`config.mk`:
```
export PLATFORM = sky130hd
export DESIGN_NAME = mm_sched_flat
export DESIGN_NICKNAME = d
export VERILOG_FILES = /design/src/rtl/mm_sched_pkg.sv /design/src/rtl/mm_sched_if.sv /design/src/rtl/mm_tile_seq.sv /design/src/rtl/mm_sched.sv /design/src/flat_wrapper.sv
export SDC_FILE = /design/constraint.sdc
export NUM_CORES = 1
export LEC_CHECK = 0
export ABC_AREA = 1
export CAP_MARGIN = 40
export CORE_UTILIZATION = 40
export DETAILED_ROUTE_END_ITERATION = 8
export PLACE_DENSITY = 0.71
export SYNTH_ARGS = -nofsm -noshare
export SYNTH_HDL_FRONTEND = slang
export SYNTH_SLANG_ARGS = --single-unit
```
`constraint.sdc`:
```
create_clock -name mm_clk -period 4.4 [get_ports mm_clk]
set_clock_uncertainty 0.15 [all_clocks]
set_input_delay 0.88 -clock mm_clk [delete_from_list [all_inputs] [get_ports mm_clk]]
set_output_delay 0.88 -clock mm_clk [all_outputs]
set_load 0.01 [all_outputs]
```
`src/rtl/mm_sched_pkg.sv`:
```
// Shared types and sizing helpers for the mm systolic-array control sequencer.
package mm_pkg;

    typedef enum logic [1:0] {IDLE, LOAD, COMPUTE, SEND} state_t;
    typedef enum logic [1:0] {CLR, FEED, SKEW, UNLOAD} phase_t;

    function automatic int tile_cycles(input int m, input int n1, input int n2);
        return 2 * n1 + n2 + m - 1;
    endfunction

    function automatic int num_tiles(input int m, input int n1, input int n2);
        return (m / n1) * (m / n2);
    endfunction

    // Index width that never collapses to zero bits for a single-entry range.
    function automatic int clog2_min1(input int v);
        return (v > 1) ? $clog2(v) : 1;
    endfunction

endpackage

```
`src/rtl/mm_sched_if.sv`:
```
// Operand-in and result-out stream handshakes of the mm sequencer.
interface mm_sched_if;
    logic s_tvalid;
    logic s_tlast;
    logic s_tready;
    logic m_tvalid;
    logic m_tlast;
    logic m_tready;

    modport slave  (input  s_tvalid, s_tlast, m_tready,
                    output s_tready, m_tvalid, m_tlast);
    modport master (output s_tvalid, s_tlast, m_tready,
                    input  s_tready, m_tvalid, m_tlast);
endinterface

```
`src/rtl/mm_tile_seq.sv`:
```
// Per-tile phase sequencer: CLR, FEED (M cycles), SKEW (N1+N2-2), UNLOAD (N1 rows).
module mm_tile_seq
    import mm_pkg::*;
#(
    parameter int M  = 8,
    parameter int N1 = 4,
    parameter int N2 = 4
) (
    input  logic                         mm_clk,
    input  logic                         mm_rst,
    input  logic                         start,
    output logic                         arr_clr,
    output logic                         arr_en,
    output logic [clog2_min1(M)-1:0]     k_idx,
    output logic                         res_wr_en,
    output logic [clog2_min1(N1)-1:0]    r,
    output logic                         tile_done
);
    localparam int KW       = clog2_min1(M);
    localparam int RW       = clog2_min1(N1);
    localparam int SKEW_LEN = N1 + N2 - 2;
    localparam int CNTW     = clog2_min1(M + N1 + N2);
    localparam logic [CNTW-1:0] FEED_LAST   = CNTW'(M - 1);
    localparam logic [CNTW-1:0] SKEW_LAST   = CNTW'((SKEW_LEN > 0) ? SKEW_LEN - 1 : 0);
    localparam logic [CNTW-1:0] UNLOAD_LAST = CNTW'(N1 - 1);

    phase_t          phase_reg;
    logic            active_reg;
    logic [CNTW-1:0] cnt_reg;

    // A start coinciding with the last UNLOAD cycle chains straight into the next tile.
    always_ff @(posedge mm_clk) begin
        if (mm_rst) begin
            active_reg <= 1'b0;
            phase_reg  <= CLR;
            cnt_reg    <= '0;
        end else if (start) begin
            active_reg <= 1'b1;
            phase_reg  <= CLR;
            cnt_reg    <= '0;
        end else if (active_reg) begin
            case (phase_reg)
                CLR: begin
                    phase_reg <= FEED;
                    cnt_reg   <= '0;
                end
                FEED: begin
                    if (cnt_reg == FEED_LAST) begin
                        phase_reg <= (SKEW_LEN > 0) ? SKEW : UNLOAD;
                        cnt_reg   <= '0;
                    end else begin
                        cnt_reg <= cnt_reg + 1'b1;
                    end
                end
                SKEW: begin
                    if (cnt_reg == SKEW_LAST) begin
                        phase_reg <= UNLOAD;
                        cnt_reg   <= '0;
                    end else begin
                        cnt_reg <= cnt_reg + 1'b1;
                    end
                end
                UNLOAD: begin
                    if (cnt_reg == UNLOAD_LAST) begin
                        active_reg <= 1'b0;
                        phase_reg  <= CLR;
                        cnt_reg    <= '0;
                    end else begin
                        cnt_reg <= cnt_reg + 1'b1;
                    end
                end
                default: phase_reg <= CLR;
            endcase
        end
    end

    assign arr_clr   = active_reg && (phase_reg == CLR);
    assign arr_en    = active_reg && (phase_reg == FEED);
    assign res_wr_en = active_reg && (phase_reg == UNLOAD);
    assign k_idx     = arr_en ? KW'(cnt_reg) : '0;
    assign r         = res_wr_en ? RW'(cnt_reg) : '0;
    assign tile_done = res_wr_en && (cnt_reg == UNLOAD_LAST);

endmodule

```
`src/rtl/mm_sched.sv`:
```
// Top-level sequencer: operand load, tiled compute walk, and result streaming.
module mm_sched
    import mm_pkg::*;
#(
    parameter int D_W = 8,
    parameter int N1  = 4,
    parameter int N2  = 4,
    parameter int M   = 8
) (
    input  logic                            mm_clk,
    input  logic                            mm_rst,
    mm_sched_if.slave                       strm,
    output logic                            in_wr_en,
    output logic                            in_wr_sel,
    output logic [$clog2(M*M)-1:0]          in_wr_addr,
    output logic                            arr_clr,
    output logic                            arr_en,
    output logic [clog2_min1(M)-1:0]        k_idx,
    output logic [clog2_min1(M/N1)-1:0]     ti,
    output logic [clog2_min1(M/N2)-1:0]     tj,
    output logic                            res_wr_en,
    output logic [clog2_min1(M)-1:0]        res_row,
    output logic [clog2_min1(M)-1:0]        res_col,
    output logic [$clog2(M*M)-1:0]          out_rd_addr,
    output logic                            busy,
    output logic                            done,
    output logic                            err
);
    localparam int MM  = M * M;
    localparam int AW  = $clog2(MM);
    localparam int KW  = clog2_min1(M);
    localparam int RW  = clog2_min1(N1);
    localparam int TIW = clog2_min1(M / N1);
    localparam int TJW = clog2_min1(M / N2);
    localparam int CW  = $clog2(2 * MM);
    localparam logic [CW-1:0]  LOAD_LAST = CW'(2 * MM - 1);
    localparam logic [CW-1:0]  SEND_LAST = CW'(MM - 1);
    localparam logic [CW-1:0]  B_BASE    = CW'(MM);
    localparam logic [TIW-1:0] TI_LAST   = TIW'(M / N1 - 1);
    localparam logic [TJW-1:0] TJ_LAST   = TJW'(M / N2 - 1);

    if ((M % N1) != 0 || (M % N2) != 0 || D_W < 1) begin : g_bad_params
        $fatal(1, "mm_sched: M must be a multiple of both N1 and N2");
    end

    state_t         state_reg;
    logic [CW-1:0]  cnt_reg;
    logic [TIW-1:0] ti_reg;
    logic [TJW-1:0] tj_reg;
    logic           err_reg;
    logic           done_reg;

    logic          accept;
    logic          last_tile;
    logic          tile_start;
    logic          tile_done;
    logic [RW-1:0] r;

    assign accept     = strm.s_tvalid && strm.s_tready;
    assign last_tile  = (ti_reg == TI_LAST) && (tj_reg == TJ_LAST);
    // Tile 0 starts on the edge that leaves LOAD, so CLR lands on the first COMPUTE cycle.
    assign tile_start = (accept && (cnt_reg == LOAD_LAST))
                     || ((state_reg == COMPUTE) && tile_done && !last_tile);

    mm_tile_seq #(.M(M), .N1(N1), .N2(N2)) u_tile_seq (
        .mm_clk    (mm_clk),
        .mm_rst    (mm_rst),
        .start     (tile_start),
        .arr_clr   (arr_clr),
        .arr_en    (arr_en),
        .k_idx     (k_idx),
        .res_wr_en (res_wr_en),
        .r         (r),
        .tile_done (tile_done)
    );

    always_ff @(posedge mm_clk) begin
        if (mm_rst) begin
            state_reg <= IDLE;
            cnt_reg   <= '0;
            ti_reg    <= '0;
            tj_reg    <= '0;
            err_reg   <= 1'b0;
            done_reg  <= 1'b0;
        end else begin
            done_reg <= 1'b0;
            case (state_reg)
                IDLE: begin
                    if (strm.s_tvalid) begin
                        state_reg <= LOAD;
                        cnt_reg   <= '0;
                        err_reg   <= 1'b0;
                    end
                end
                LOAD: begin
                    if (accept) begin
                        if (cnt_reg == LOAD_LAST) begin
                            state_reg <= COMPUTE;
                            cnt_reg   <= '0;
                            ti_reg    <= '0;
                            tj_reg    <= '0;
                            if (!strm.s_tlast) err_reg <= 1'b1;
                        end else if (strm.s_tlast) begin
                            state_reg <= IDLE;
                            cnt_reg   <= '0;
                            err_reg   <= 1'b1;
                        end else begin
                            cnt_reg <= cnt_reg + 1'b1;
                        end
                    end
                end
                COMPUTE: begin
                    if (tile_done) begin
                        if (last_tile) begin
                            state_reg <= SEND;
                            cnt_reg   <= '0;
                            ti_reg    <= '0;
                            tj_reg    <= '0;
                        end else if (tj_reg == TJ_LAST) begin
                            tj_reg <= '0;
                            ti_reg <= ti_reg + 1'b1;
                        end else begin
                            tj_reg <= tj_reg + 1'b1;
                        end
                    end
                end
                SEND: begin
                    if (strm.m_tready) begin
                        if (cnt_reg == SEND_LAST) begin
                            state_reg <= IDLE;
                            cnt_reg   <= '0;
                            done_reg  <= 1'b1;
                        end else begin
                            cnt_reg <= cnt_reg + 1'b1;
                        end
                    end
                end
                default: state_reg <= IDLE;
            endcase
        end
    end

    assign strm.s_tready = (state_reg == LOAD);
    assign strm.m_tvalid = (state_reg == SEND);
    assign strm.m_tlast  = (state_reg == SEND) && (cnt_reg == SEND_LAST);

    assign in_wr_en    = accept;
    assign in_wr_sel   = (state_reg == LOAD) && (cnt_reg >= B_BASE);
    assign in_wr_addr  = (state_reg != LOAD) ? '0
                       : in_wr_sel ? AW'(cnt_reg - B_BASE) : AW'(cnt_reg);
    assign out_rd_addr = (state_reg == SEND) ? AW'(cnt_reg) : '0;

    assign ti      = ti_reg;
    assign tj      = tj_reg;
    assign res_row = res_wr_en ? KW'(int'(ti_reg) * N1 + int'(r)) : '0;
    assign res_col = res_wr_en ? KW'(int'(tj_reg) * N2) : '0;
    assign busy    = (state_reg != IDLE);
    assign done    = done_reg;
    assign err     = err_reg;

endmodule

```
`src/flat_wrapper.sv`:
```
// flat-port wrapper written by rule: the top's interface ports become plain ports
module mm_sched_flat import mm_pkg::*;
#(
    parameter int D_W = 8,
    parameter int N1  = 4,
    parameter int N2  = 4,
    parameter int M   = 8
)
  (mm_clk, mm_rst, in_wr_en, in_wr_sel, in_wr_addr, arr_clr, arr_en, k_idx, ti, tj, res_wr_en, res_row, res_col, out_rd_addr, busy, done, err, strm_s_tvalid, strm_s_tlast, strm_m_tready, strm_s_tready, strm_m_tvalid, strm_m_tlast);
  mm_sched_if strm_i ();
  input  logic mm_clk;
  input  logic mm_rst;
  output logic in_wr_en;
  output logic in_wr_sel;
  output logic [$clog2(M*M)-1:0] in_wr_addr;
  output logic arr_clr;
  output logic arr_en;
  output logic [clog2_min1(M)-1:0] k_idx;
  output logic [clog2_min1(M/N1)-1:0] ti;
  output logic [clog2_min1(M/N2)-1:0] tj;
  output logic res_wr_en;
  output logic [clog2_min1(M)-1:0] res_row;
  output logic [clog2_min1(M)-1:0] res_col;
  output logic [$clog2(M*M)-1:0] out_rd_addr;
  output logic busy;
  output logic done;
  output logic err;
  input wire logic [$bits(strm_i.s_tvalid)-1:0] strm_s_tvalid;
  input wire logic [$bits(strm_i.s_tlast)-1:0] strm_s_tlast;
  input wire logic [$bits(strm_i.m_tready)-1:0] strm_m_tready;
  output wire logic [$bits(strm_i.s_tready)-1:0] strm_s_tready;
  output wire logic [$bits(strm_i.m_tvalid)-1:0] strm_m_tvalid;
  output wire logic [$bits(strm_i.m_tlast)-1:0] strm_m_tlast;
  assign strm_i.s_tvalid = strm_s_tvalid;
  assign strm_i.s_tlast = strm_s_tlast;
  assign strm_i.m_tready = strm_m_tready;
  assign strm_s_tready = strm_i.s_tready;
  assign strm_m_tvalid = strm_i.m_tvalid;
  assign strm_m_tlast = strm_i.m_tlast;
  mm_sched #(.D_W(D_W), .N1(N1), .N2(N2), .M(M)) u_core (.mm_clk(mm_clk), .mm_rst(mm_rst), .strm(strm_i), .in_wr_en(in_wr_en), .in_wr_sel(in_wr_sel), .in_wr_addr(in_wr_addr), .arr_clr(arr_clr), .arr_en(arr_en), .k_idx(k_idx), .ti(ti), .tj(tj), .res_wr_en(res_wr_en), .res_row(res_row), .res_col(res_col), .out_rd_addr(out_rd_addr), .busy(busy), .done(done), .err(err));
endmodule
```
==> impl_metrics.toml <==
[clock_network]
clockBufferDepth = 2
cts.sinks = 20
cts_tree = "yes"
clock_latency_ns = 0.26
cts-hold-fix-buffers = 0
clkTransAtPathRegs_ns = 0.08
cts_buffers = 3
postCtsSetupRepairBufs = 0
htree_num_levels = 1
cts-resized-gates = 0
cts-root-buf = "clkbuf_8"

[setup_path]
required_ns = 3.37
crit_fanout = 3
worstPathArrival_ns = 2.15
crit_type = "in2out"
worst_setup_path_end_kind = "output pin"
ff2ff_setup_slack_ns = 2.66
cp-start-kind = "input pin"

[yosys]
synth_area_um2 = 1470
syn_inst = 225
synthTopCellsByArea = "dfxtp_1 (27%), nand2_1 (11%), nor2_1 (8.9%), inv_1 (7.7%), ha_1 (6.8%)"
synth_top_area_cell = "dfxtp_1"
synth_top_area_share_pct = 27.2
syn_area_per_cell_um2 = 6.54
synth.ff_latch_count = 20
seq_area_frac_synth_pct = 27.2
ys_warn_count = 0
synth.distinct_cells = 29

[die]
die_w_um = 62.7
dieArea_um2 = 3930
num_rows = 21
start_util_pct = 42.7
core_area_um2 = 3440
io_pins = 39
die_h_um = 62.7

[layout]
final_common_cell = "nand2_1"
area_growth_pct = 31.0
nNetsFinal = 275
largest_reg_flops = 7
antenna_cells = 0
final_cell_mix = "nand2_1 (44), clkdlybuf4s50_1 (36), nor2_1 (35), inv_1 (30), dfxtp_1 (20)"
drive_gt1_share_pct = 14.2

[placed_design]
dp_hpwl_um = 2460
routabilityCongestion = 0.796
numPortBuffers = 36

[global_route]
grt_max_degree = 13
grt_antenna_before_repair = 0
grt_first_pass_wirelength_um = 5400
first_global_vias = 1231
grt_util_all_layers_pct = 17.1
grt_overflow = 0

[drt]
drt_first_pass_iters = 4
num_vias = 1439
drc = 0
post_drt_wl_per_cell_um = 10.6
drtAntennaViolNets = 0
wl_um = 3250
viasPerCell = 4.69
drt_iter0_markers = 69

[timing]
rsz0062_at_grt = "no"
tns_ns = 0
report.final.setup_viol = 0
hold_violations = 0
final.min_clock_period_ns = 3.18
fin_crit_sh_pct = 72.4
maxSlewViolCount = 0
fmax_mhz = 314

[flow_run]
cap_viol_max_count = 0

[outcome]
status = "finished, final reports clean"

[power]
ir_worst_vdd_v = 0.000196
power_density_nw_per_um2 = 379
power_uw = 730
leakage_uw = 0.000744

[hold_path]
hold_path_class = "reg2reg"
[logic make-up (layout without fill, tap and decap cells)]
group                    count (synthesis)  after routing  share of synthesized area, %
other                                    1              2                         0.255
adder cells (fa/ha/maj)                  8              8                          6.80
flip-flops                              20             20                          27.2
AND/OR/NAND/NOR                        126            126                          41.9
buffers and inverters                   43             78                          12.8
AO/OA/AOI/OAI                           25             25                          9.78
XOR/XNOR                                 2              2                          1.19
[per-stage QoR]
stage	setup WS, ns	std cells	hold WS (ns)	utilization (%)	cell area, um^2
final	1.22	307	0.317	56.0	1930
after global routing	1.17	307	0.373	56.0	1930
after CTS	1.22	307	0.312	56.0	1930
after detailed placement	1.23	303	0.297	53.9	1860
after global placement	1.24	303	0.287	53.9	1860
after floorplan	2.29	226	0.316	-	1480
[synth_stat cells (all sizes together)]
cell	number
nand4	4
nand2	52
nor3	2
buf	5
clkinv	1
nand3	21
nor2	45
nor4	1
o21a	1
a211oi	1
conb	1
a21oi	15
inv	37
o21ai	7
xnor2	1
a21boi	1
xor2	1
or2	1
ha	8
dfxtp	20
[cell type report]
cell class	instances	area, um^2
clock buffer	3	41.3
clock inverter	1	30.0
fill	344	1520
inverter	38	151
multi-input combinational	163	886
sequential	20	400
tap	46	57.6
timing repair buffer	36	360
[metal layers]
layer	vias to the layer above	share of wire, %	track usage (%)
met1	632	51	23.4
met5	-	0	0
li1	772	-	-
met3	2	3.7	2.37
met4	0	0.89	7.85
met2	33	44	26.4
[power by group]
group          leakage [uW]  switching (uW)  internal, uW
Combinational      0.000546             197           117
Sequential         0.000162            30.5           200
Clock             0.0000357            64.9           121
Total              0.000744             292           438
[worst paths after layout]
check | end | startpoint | depth (start not counted)
setup reg to reg | u_core.cnt_reg[5] | u_core.u_tile_seq.phase_reg[0] | 10
hold reg to reg | u_core.err | u_core.err | 2
setup / recovery | in_wr_en | strm_s_tvalid | 4
hold / removal | u_core.err | u_core.err | 2
[worst max-delay path, stage by stage]
cell and delay (ns):
clkdlybuf4s50_1 0.51, inv_1 0.11, nor2_4 0.13, clkdlybuf4s50_1 0.53
Power figures use the tool's default switching activity.
